==> config.mk <==
export PLATFORM = sky130hd
export DESIGN_NAME = uart_rx_flat
export DESIGN_NICKNAME = d
export VERILOG_FILES = /design/src/rtl/uart_pkg.sv /design/src/rtl/uart_rx_if.sv /design/src/rtl/uart_rx_filter.sv /design/src/rtl/uart_rx.sv /design/src/flat_wrapper.sv
export SDC_FILE = /design/constraint.sdc
export NUM_CORES = 1
export LEC_CHECK = 0
export BUFFER_PORTS_ARGS = -buffer_cell sky130_fd_sc_hd__buf_2
export CAP_MARGIN = 10
export CORE_ASPECT_RATIO = 0.8
export CORE_MARGIN = 2
export CORE_UTILIZATION = 51
export CTS_CLUSTER_SIZE = 28
export DETAILED_ROUTE_END_ITERATION = 12
export PLACE_DENSITY_LB_ADDON = 0.12
export SLEW_MARGIN = 20
export SYNTH_ARGS = -nofsm -noshare
export SYNTH_HDL_FRONTEND = slang
export SYNTH_SLANG_ARGS = --single-unit
export TNS_END_PERCENT = 5
==> constraint.sdc <==
create_clock -name i_clk -period 1.9 [get_ports i_clk]
set_clock_uncertainty 0.2 [all_clocks]
set_input_delay 0.095 -clock i_clk [delete_from_list [all_inputs] [get_ports i_clk]]
set_output_delay 0.095 -clock i_clk [all_outputs]
set_load 0.005 [all_outputs]
==> src/rtl/uart_pkg.sv <==
// Constants, state encoding and helpers shared by the UART transmitter and receiver.
package uart_pkg;

  localparam int unsigned CLKS_PER_BIT_DEF = 16;
  localparam int unsigned DATA_BITS        = 8;
  localparam logic        IDLE_LEVEL       = 1'b1;

  typedef enum logic [2:0] {
    ST_IDLE,
    ST_START,
    ST_DATA,
    ST_STOP,
    ST_WAIT_HI
  } rx_state_e;

  // Two-out-of-three vote over a sample window.
  function automatic logic majority3(input logic [2:0] s);
    return (s[0] & s[1]) | (s[0] & s[2]) | (s[1] & s[2]);
  endfunction

endpackage

==> src/rtl/uart_rx_if.sv <==
// Serial line plus byte valid/accept handshake and error pulses of the UART receiver.
interface uart_rx_if;
  import uart_pkg::*;

  logic                 i_rx;
  logic                 i_accept;
  logic [DATA_BITS-1:0] o_data;
  logic                 o_valid;
  logic                 o_frame_err;
  logic                 o_overrun;

  // Receiver side.
  modport slave (
    input  i_rx, i_accept,
    output o_data, o_valid, o_frame_err, o_overrun
  );

  // Line driver / byte consumer side.
  modport master (
    output i_rx, i_accept,
    input  o_data, o_valid, o_frame_err, o_overrun
  );

endinterface

==> src/rtl/uart_rx_filter.sv <==
// Two-flop synchronizer followed by a registered 3-sample majority vote.
module uart_rx_filter
  import uart_pkg::*;
(
  input  logic i_clk,
  input  logic i_rst,
  input  logic i_rx,
  output logic o_m
);

  logic [1:0] sync_q;
  logic [1:0] hist_q;
  logic       m_q;

  // Everything resets to the idle level so leaving reset never looks like a start bit.
  always_ff @(posedge i_clk or posedge i_rst) begin
    if (i_rst) begin
      sync_q <= {2{IDLE_LEVEL}};
      hist_q <= {2{IDLE_LEVEL}};
      m_q    <= IDLE_LEVEL;
    end else begin
      sync_q <= {sync_q[0], i_rx};
      hist_q <= {hist_q[0], sync_q[1]};
      m_q    <= majority3({hist_q, sync_q[1]});
    end
  end

  assign o_m = m_q;

endmodule

==> src/rtl/uart_rx.sv <==
// 8N1 UART receiver: filtered line, mid-bit sampling FSM, held output byte with error pulses.
module uart_rx
  import uart_pkg::*;
#(
  parameter int unsigned CLKS_PER_BIT = CLKS_PER_BIT_DEF
) (
  input  logic     i_clk,
  input  logic     i_rst,
  uart_rx_if.slave bus
);

  localparam int unsigned CNT_W = $clog2(CLKS_PER_BIT);
  localparam int unsigned IDX_W = $clog2(DATA_BITS);
  localparam logic [CNT_W-1:0] HALF_CNT = CNT_W'(CLKS_PER_BIT / 2 - 1);
  localparam logic [CNT_W-1:0] FULL_CNT = CNT_W'(CLKS_PER_BIT - 1);
  localparam logic [IDX_W-1:0] LAST_IDX = IDX_W'(DATA_BITS - 1);

  logic m;

  rx_state_e            state_q, state_d;
  logic [CNT_W-1:0]     cnt_q, cnt_d;
  logic [IDX_W-1:0]     idx_q, idx_d;
  logic [DATA_BITS-1:0] shift_q, shift_d;
  logic [DATA_BITS-1:0] data_q, data_d;
  logic                 valid_q, valid_d;
  logic                 ferr_q, ferr_d;
  logic                 ovr_q, ovr_d;

  uart_rx_filter u_filter (
    .i_clk (i_clk),
    .i_rst (i_rst),
    .i_rx  (bus.i_rx),
    .o_m   (m)
  );

  // State, counter, shift register and output registers.
  always_ff @(posedge i_clk or posedge i_rst) begin
    if (i_rst) begin
      state_q <= ST_IDLE;
      cnt_q   <= '0;
      idx_q   <= '0;
      shift_q <= '0;
      data_q  <= '0;
      valid_q <= 1'b0;
      ferr_q  <= 1'b0;
      ovr_q   <= 1'b0;
    end else begin
      state_q <= state_d;
      cnt_q   <= cnt_d;
      idx_q   <= idx_d;
      shift_q <= shift_d;
      data_q  <= data_d;
      valid_q <= valid_d;
      ferr_q  <= ferr_d;
      ovr_q   <= ovr_d;
    end
  end

  // Frame sequencing; the counter restarts from zero on every state change.
  always_comb begin
    state_d = state_q;
    cnt_d   = cnt_q + CNT_W'(1);
    idx_d   = idx_q;
    shift_d = shift_q;
    data_d  = data_q;
    valid_d = valid_q;
    ferr_d  = 1'b0;
    ovr_d   = 1'b0;

    if (valid_q && bus.i_accept) valid_d = 1'b0;

    case (state_q)
      ST_IDLE: begin
        cnt_d = '0;
        if (!m) state_d = ST_START;
      end
      ST_START: begin
        if (cnt_q == HALF_CNT) begin
          cnt_d = '0;
          if (!m) begin
            state_d = ST_DATA;
            idx_d   = '0;
          end else begin
            state_d = ST_IDLE;
          end
        end
      end
      ST_DATA: begin
        if (cnt_q == FULL_CNT) begin
          cnt_d          = '0;
          shift_d[idx_q] = m;
          if (idx_q == LAST_IDX) state_d = ST_STOP;
          else                   idx_d   = idx_q + IDX_W'(1);
        end
      end
      ST_STOP: begin
        if (cnt_q == FULL_CNT) begin
          cnt_d = '0;
          if (m) begin
            state_d = ST_IDLE;
            if (!valid_q || bus.i_accept) begin
              data_d  = shift_q;
              valid_d = 1'b1;
            end else begin
              ovr_d = 1'b1;
            end
          end else begin
            ferr_d  = 1'b1;
            state_d = ST_WAIT_HI;
          end
        end
      end
      ST_WAIT_HI: begin
        cnt_d = '0;
        if (m) state_d = ST_IDLE;
      end
      default: begin
        state_d = ST_IDLE;
        cnt_d   = '0;
      end
    endcase
  end

  assign bus.o_data      = data_q;
  assign bus.o_valid     = valid_q;
  assign bus.o_frame_err = ferr_q;
  assign bus.o_overrun   = ovr_q;

endmodule

==> src/flat_wrapper.sv <==
// flat-port wrapper written by rule: the top's interface ports become plain ports
module uart_rx_flat import uart_pkg::*;
#(
  parameter int unsigned CLKS_PER_BIT = CLKS_PER_BIT_DEF
)
  (i_clk, i_rst, bus_i_rx, bus_i_accept, bus_o_data, bus_o_valid, bus_o_frame_err, bus_o_overrun);
  uart_rx_if bus_i ();
  input  logic i_clk;
  input  logic i_rst;
  input wire logic [$bits(bus_i.i_rx)-1:0] bus_i_rx;
  input wire logic [$bits(bus_i.i_accept)-1:0] bus_i_accept;
  output wire logic [$bits(bus_i.o_data)-1:0] bus_o_data;
  output wire logic [$bits(bus_i.o_valid)-1:0] bus_o_valid;
  output wire logic [$bits(bus_i.o_frame_err)-1:0] bus_o_frame_err;
  output wire logic [$bits(bus_i.o_overrun)-1:0] bus_o_overrun;
  assign bus_i.i_rx = bus_i_rx;
  assign bus_i.i_accept = bus_i_accept;
  assign bus_o_data = bus_i.o_data;
  assign bus_o_valid = bus_i.o_valid;
  assign bus_o_frame_err = bus_i.o_frame_err;
  assign bus_o_overrun = bus_i.o_overrun;
  uart_rx #(.CLKS_PER_BIT(CLKS_PER_BIT)) u_core (.i_clk(i_clk), .i_rst(i_rst), .bus(bus_i));
endmodule
---- Yosys cells after proc, flatten, opt, wreduce, memory -nomap -nowiden ----
Index checks and enable logic that the tools add are counted.
operators by class
  add/subtract/negate cells ............... 2
  order comparisons ....................... 2
  mux-type cells .......................... 32
  divide/modulo/power cells ............... 0
  shift operators ......................... 0
  reduce and logical (&&, ||, !) cells .... 11
  equal/unequal tests ..................... 15
  bitwise gates (word level) .............. 5
  multipliers ............................. 0
operators by type and width
  operator             number
  $mux 3               11
  $pmux 3 s5           1
  $mux 1               13
  $bwmux 8             1
  $mux 4               2
  $ne 2x1->1 const B   4
  $ne 2x2->1 const B   4
  $pmux 4 s2           1
  $eq 3x2->1 const B   2
  $eq 3x3->1 const B   2
  $pmux 3 s2           1
  $reduce_and 6->1     1
  $reduce_and 5->1     1
  $add 4x1->4 const B  1
  $eq 4x3->1 const B   1
  $eq 4x4->1 const B   1
  $lt 3x4->1 const B   1
  $reduce_and 4->1     1
  $add 3x1->3 const B  1
  $and 1x1->1          3
  $demux 1 s3          1
  $eq 3x1->1 const B   1
  $ge 3x1->1 const B   1
  $logic_not 3->1      1
  8 further kinds      10
word-level totals
  memory bits (read-only) ................. 0
  output and inout port bits .............. 11
  input bits .............................. 4
  register bits ........................... 34
  bits in latches ......................... 0
  memories ................................ 0
  bits in writable memories ............... 0

---- Depth between registers and ports, before layout ----
  depth in word-level cells ............... 6
  gate-level depth with buffers ........... 6
  mapped depth without buffers ............ 6

---- Hierarchy ----
A second synthesis with hierarchy kept.
second synthesis, totals
  cell total of the unflattened synthesis .. 123
  area total of the unflattened synthesis .. 1577.8 µm²
modules (own cells, without submodules)
  module          area each (µm²)  cells an instance  times used  seq. area each (µm²)
  uart_rx         1431.4           116                1           725.7
  uart_rx_filter  146.4            7                  1           131.4

---- Worst setup path after synthesis ----
Ideal clock, no wire load.
  kind .................................... flip-flop to flip-flop
  start ................................... register u_core.cnt_q[0]
  end ..................................... register u_core.data_q[0], in the netlist u_core.bus.o_data[0]
  required time ........................... 1.572 ns
  clock period less this slack ............ 1.818 ns
  slack ................................... 0.082 ns
  arrival time ............................ 1.491 ns
  cell stages (with the launch flop) ...... 6
  setup time .............................. 0.128 ns
  buffers on the path ..................... 0
  cells stage by stage .................... dfrtp_1 -> ha_1 -> nand3_2 -> nor3_4 -> nand3_4 -> mux2_1
between the ends
  longest elaborated chain between the ends .. 2
ends and longest elaborated chain
  what                               RTL line       RTL
  from (decl)                        uart_rx.sv:21  logic [CNT_W-1:0] cnt_q, cnt_d;
  from (signal assigned)             uart_rx.sv:49  cnt_q <= cnt_d;
  $eq 4x4->1                         uart_rx.sv:97  if (cnt_q == FULL_CNT) begin
  $reduce_and 4->1 (no source line)  --
  to (signal assigned)               uart_rx.sv:52  data_q <= data_d;
  to (decl)                          uart_rx.sv:24  logic [DATA_BITS-1:0] data_q, data_d;
No other way between the ends.
A chain may end at the register's enable or synchronous reset.

---- Worst setup path in the final report ----
  start ................................... register u_core.cnt_q[0]
  end ..................................... register u_core.idx_q[0]
between the ends
  longest elaborated chain between the ends .. 3
  elaborated cells between the ends (all ways) .. 5
ends and longest elaborated chain
  what                                             RTL line                      RTL
  $eq 4x4->1 / $eq 4x3->1 (equally long branches)  uart_rx.sv:89, uart_rx.sv:78
  $ne 2x1->1 (no source line)                      --
  $reduce_and 5->1 (no source line) *              --
  to (signal assigned)                             uart_rx.sv:50                 idx_q <= idx_d;
  to (decl)                                        uart_rx.sv:22                 logic [IDX_W-1:0] idx_q, idx_d;
Every way passes the cells marked *; elsewhere a longest branch is shown, timed or not.

==> qor.yml <==
endpoint_kind: "register"
maxCapViolations: 0
crit_fanout: 5
grt_setup_unrepaired: "false"
netlist_area_mm2: 0.001490
power.density_mw_per_mm2: 1146
synth_warnings: 0
ys_ff_latch: 34
rows: 17
grt_max_degree: 35
finalNonFillerCells: 190
die_w_um: 64.44
post_dp_cell_area_mm2: 0.001673
worst_pin_slew_ns: 0.4078
grt_pass1_vias: 975
cts-root-buf: "clkbuf_4"
tritoncts: "done"
yosysTopAreaCellShare_pct: 48.70
fin_crit_ns: 1.826
synth-async-reset-ratio_pct: 100.0
cts_sinks: 34
setup_viol: 0
synth_most_common_cell: "dfrtp_1"
hpwlAfterDp_mm: 1.911
place_inst: 178
avgSynthCellArea_um2: 12.63
synth_area_leaders: "dfrtp_1 (49%), mux2_1 (12%), dfstp_2 (8.8%)"
start_kind: "register"
wirelength_mm: 2.622
drcViolationCount: 0
hold_viol: 0
nNetsFinal: 158
synth_cells: 118
ys.flop_type: "dfrtp_1"
crit_type: "register to register"
synth_cell_types: 34
start_util_pct: 53.89
holdCritPathClass: "register to register"
clockBufferDepth: 2
detailroute.via_count: 976
firstDrtPassIters: 4
slew_violations: 0
areaGrowthSynthToFinish_pct: 19.23
crit_arrival_ns: 1.83
core_mm2: 0.002765
io_buffers: 14
synth-edff-count: 0
drtIter0Drc: 34
grt_pass1_wl_mm: 4.595
ios: 15
diodes: 0
fin_crit_sh_pct: 96.08
routed_via_density: 5.137
cp_data_required_time_ns: 1.91
grt.total_usage_pct: 18.85
synth_top_cell_by_area: "dfrtp_1"
wl_per_cell_um: 13.80
h-tree-depth: 2
finalSetupTns_ns: 0
top_layer: "met4"
insertion_delay_ns: 0.32
drtAntennaViolNets: 0
irDropWorstVdd_v: 0.0006456
slew_headroom_pct: 72.81
die_h_um: 52.35
gp_congestion: 0.8414
path_clk_slew_ns: 0.10
synth_nets: 125
total_leakage_power_nw: 0.8991
cts_buffers: 5
route.met3.wl_um: 106
wl_met1_mm: 1.275
layout-drive-gt1-share_pct: 30.26
ys_seq_area_share_pct: 57.51
grt_remaining_overflow: 0
fmaxAchievable_ghz: 0.5478
die_area_mm2: 0.003373
stdcell_area_mm2: 0.001777
netlist_top_cells_count: "dfrtp_1 (29), mux2_1 (16), nor2_1 (10)"
status: "completed"
antenna_found_initial: 0
routed-wl-met2_mm: 1.207
-- power breakdown --
| group | total (W) | switching [W] | internal (W) |
|---|---|---|---|
| Sequential | 0.000936 | 0.0000946 | 0.000842 |
| Clock | 0.000405 | 0.000226 | 0.000179 |
| Combinational | 0.000694 | 0.000356 | 0.000338 |
-- sequential cells by signal (all words and copies together) (netlist names) --
signal	flops
u_core.idx_q	3
u_core.u_filter.o_m	1
u_core.u_filter.hist_q	2
u_core.bus.o_valid	1
u_core.bus.o_frame_err	1
u_core.bus.o_overrun	1
u_core.u_filter.sync_q	2
u_core.cnt_q	4
u_core.bus.o_data	8
u_core.shift_q	8
u_core.state_q	3
-- cell type report --
| type | instances | area [um2] |
|---|---|---|
| Sequential cell | 34 | 857.1 |
| Timing Repair Buffer | 30 | 197.7 |
| Inverter | 4 | 15.01 |
| Clock inverter | 1 | 5.005 |
| Fill cell | 223 | 988.4 |
| Multi-Input combinational cell | 76 | 599.3 |
| Clock buffer | 7 | 55.05 |
| Tap cell | 38 | 47.55 |
-- repair_timing --
action	CTS	global route
setup endpoints to repair	0	9
setup buffers	0	1
hold buffers	3	0
resized for setup	0	1
hold endpoints to repair	37	0
-- cell families after synthesis --
logic type	count (synthesis)	share of synthesized area, %
DFF	34	57.52
muxes	20	15.11
adders and majority gates	4	3.191
xor gates and xnor gates	3	1.764
AOI/OAI and AO/OA	7	3.275
buffers and inverters	8	2.686
and+or+nand+nor	42	16.46
-- layer usage --
metal	track usage, %	vias up
met4	9.574	0
met3	5.806	5
met5	0	-
met2	28.65	24
met1	24.61	473
li1	-	474
-- worst max-delay path, cell delays in order (launching register included) --
cell	delay (ns)
dfrtp_1	0.41
ha_1	0.24
buf_4	0.16
nand2_1	0.06
nor2_1	0.04
o211ai_1	0.24
mux2_1	0.37
-- final timing paths --
check                                                 endpoint  slack [ns]                           startpoint  cells past startpoint
setup reg to reg                   u_core.idx_q[0]$_DFFE_PP0P_        0.07            u_core.cnt_q[0]$_DFF_PP0_                      6
hold reg to reg            u_core.u_filter.sync_q[1]$_DFF_PP1_        0.16  u_core.u_filter.sync_q[0]$_DFF_PP1_                      0
max in group asynchronous        u_core.u_filter.o_m$_DFF_PP1_        0.99                                i_rst                      4
setup / recovery                   u_core.idx_q[0]$_DFFE_PP0P_        0.07            u_core.cnt_q[0]$_DFF_PP0_                      6
hold / removal             u_core.u_filter.sync_q[1]$_DFF_PP1_        0.16  u_core.u_filter.sync_q[0]$_DFF_PP1_                      0
min in group asynchronous            u_core.cnt_q[0]$_DFF_PP0_        0.18                                i_rst                      4
-- cell usage in the layout (no fill, tap or decap), drive strengths merged, types with 2 or more instances in the layout --
cell,count
buf,27
clkbuf,7
dfrtp,29
dfstp,5
dlygate4sd3,3
ha,3
inv,4
mux2,17
mux2i,3
nand2,9
nand2b,3
nand3,7
nand4,2
nor2,10
nor3,4
nor4,3
o22ai,2
xnor2,2
-- per-stage QoR --
step / hold slack (ns) / total power (W) / utilization [%] / setup WS (ns)
finish: 0.1619 / 0.002036 / 64.25 / 0.07446
global route: 0.1695 / 0.002178 / 64.25 / 0.003103
CTS: 0.1659 / 0.002039 / 63.76 / 0.006963
detailed placement: 0.001973 / 0.001631 / 60.50 / 0.03077
global placement: -0.003571 / 0.001593 / 60.50 / 0.1014
floorplan: -0.1005 / 0.001383 / - / 0.08169
Power figures use the tool's default switching activity.
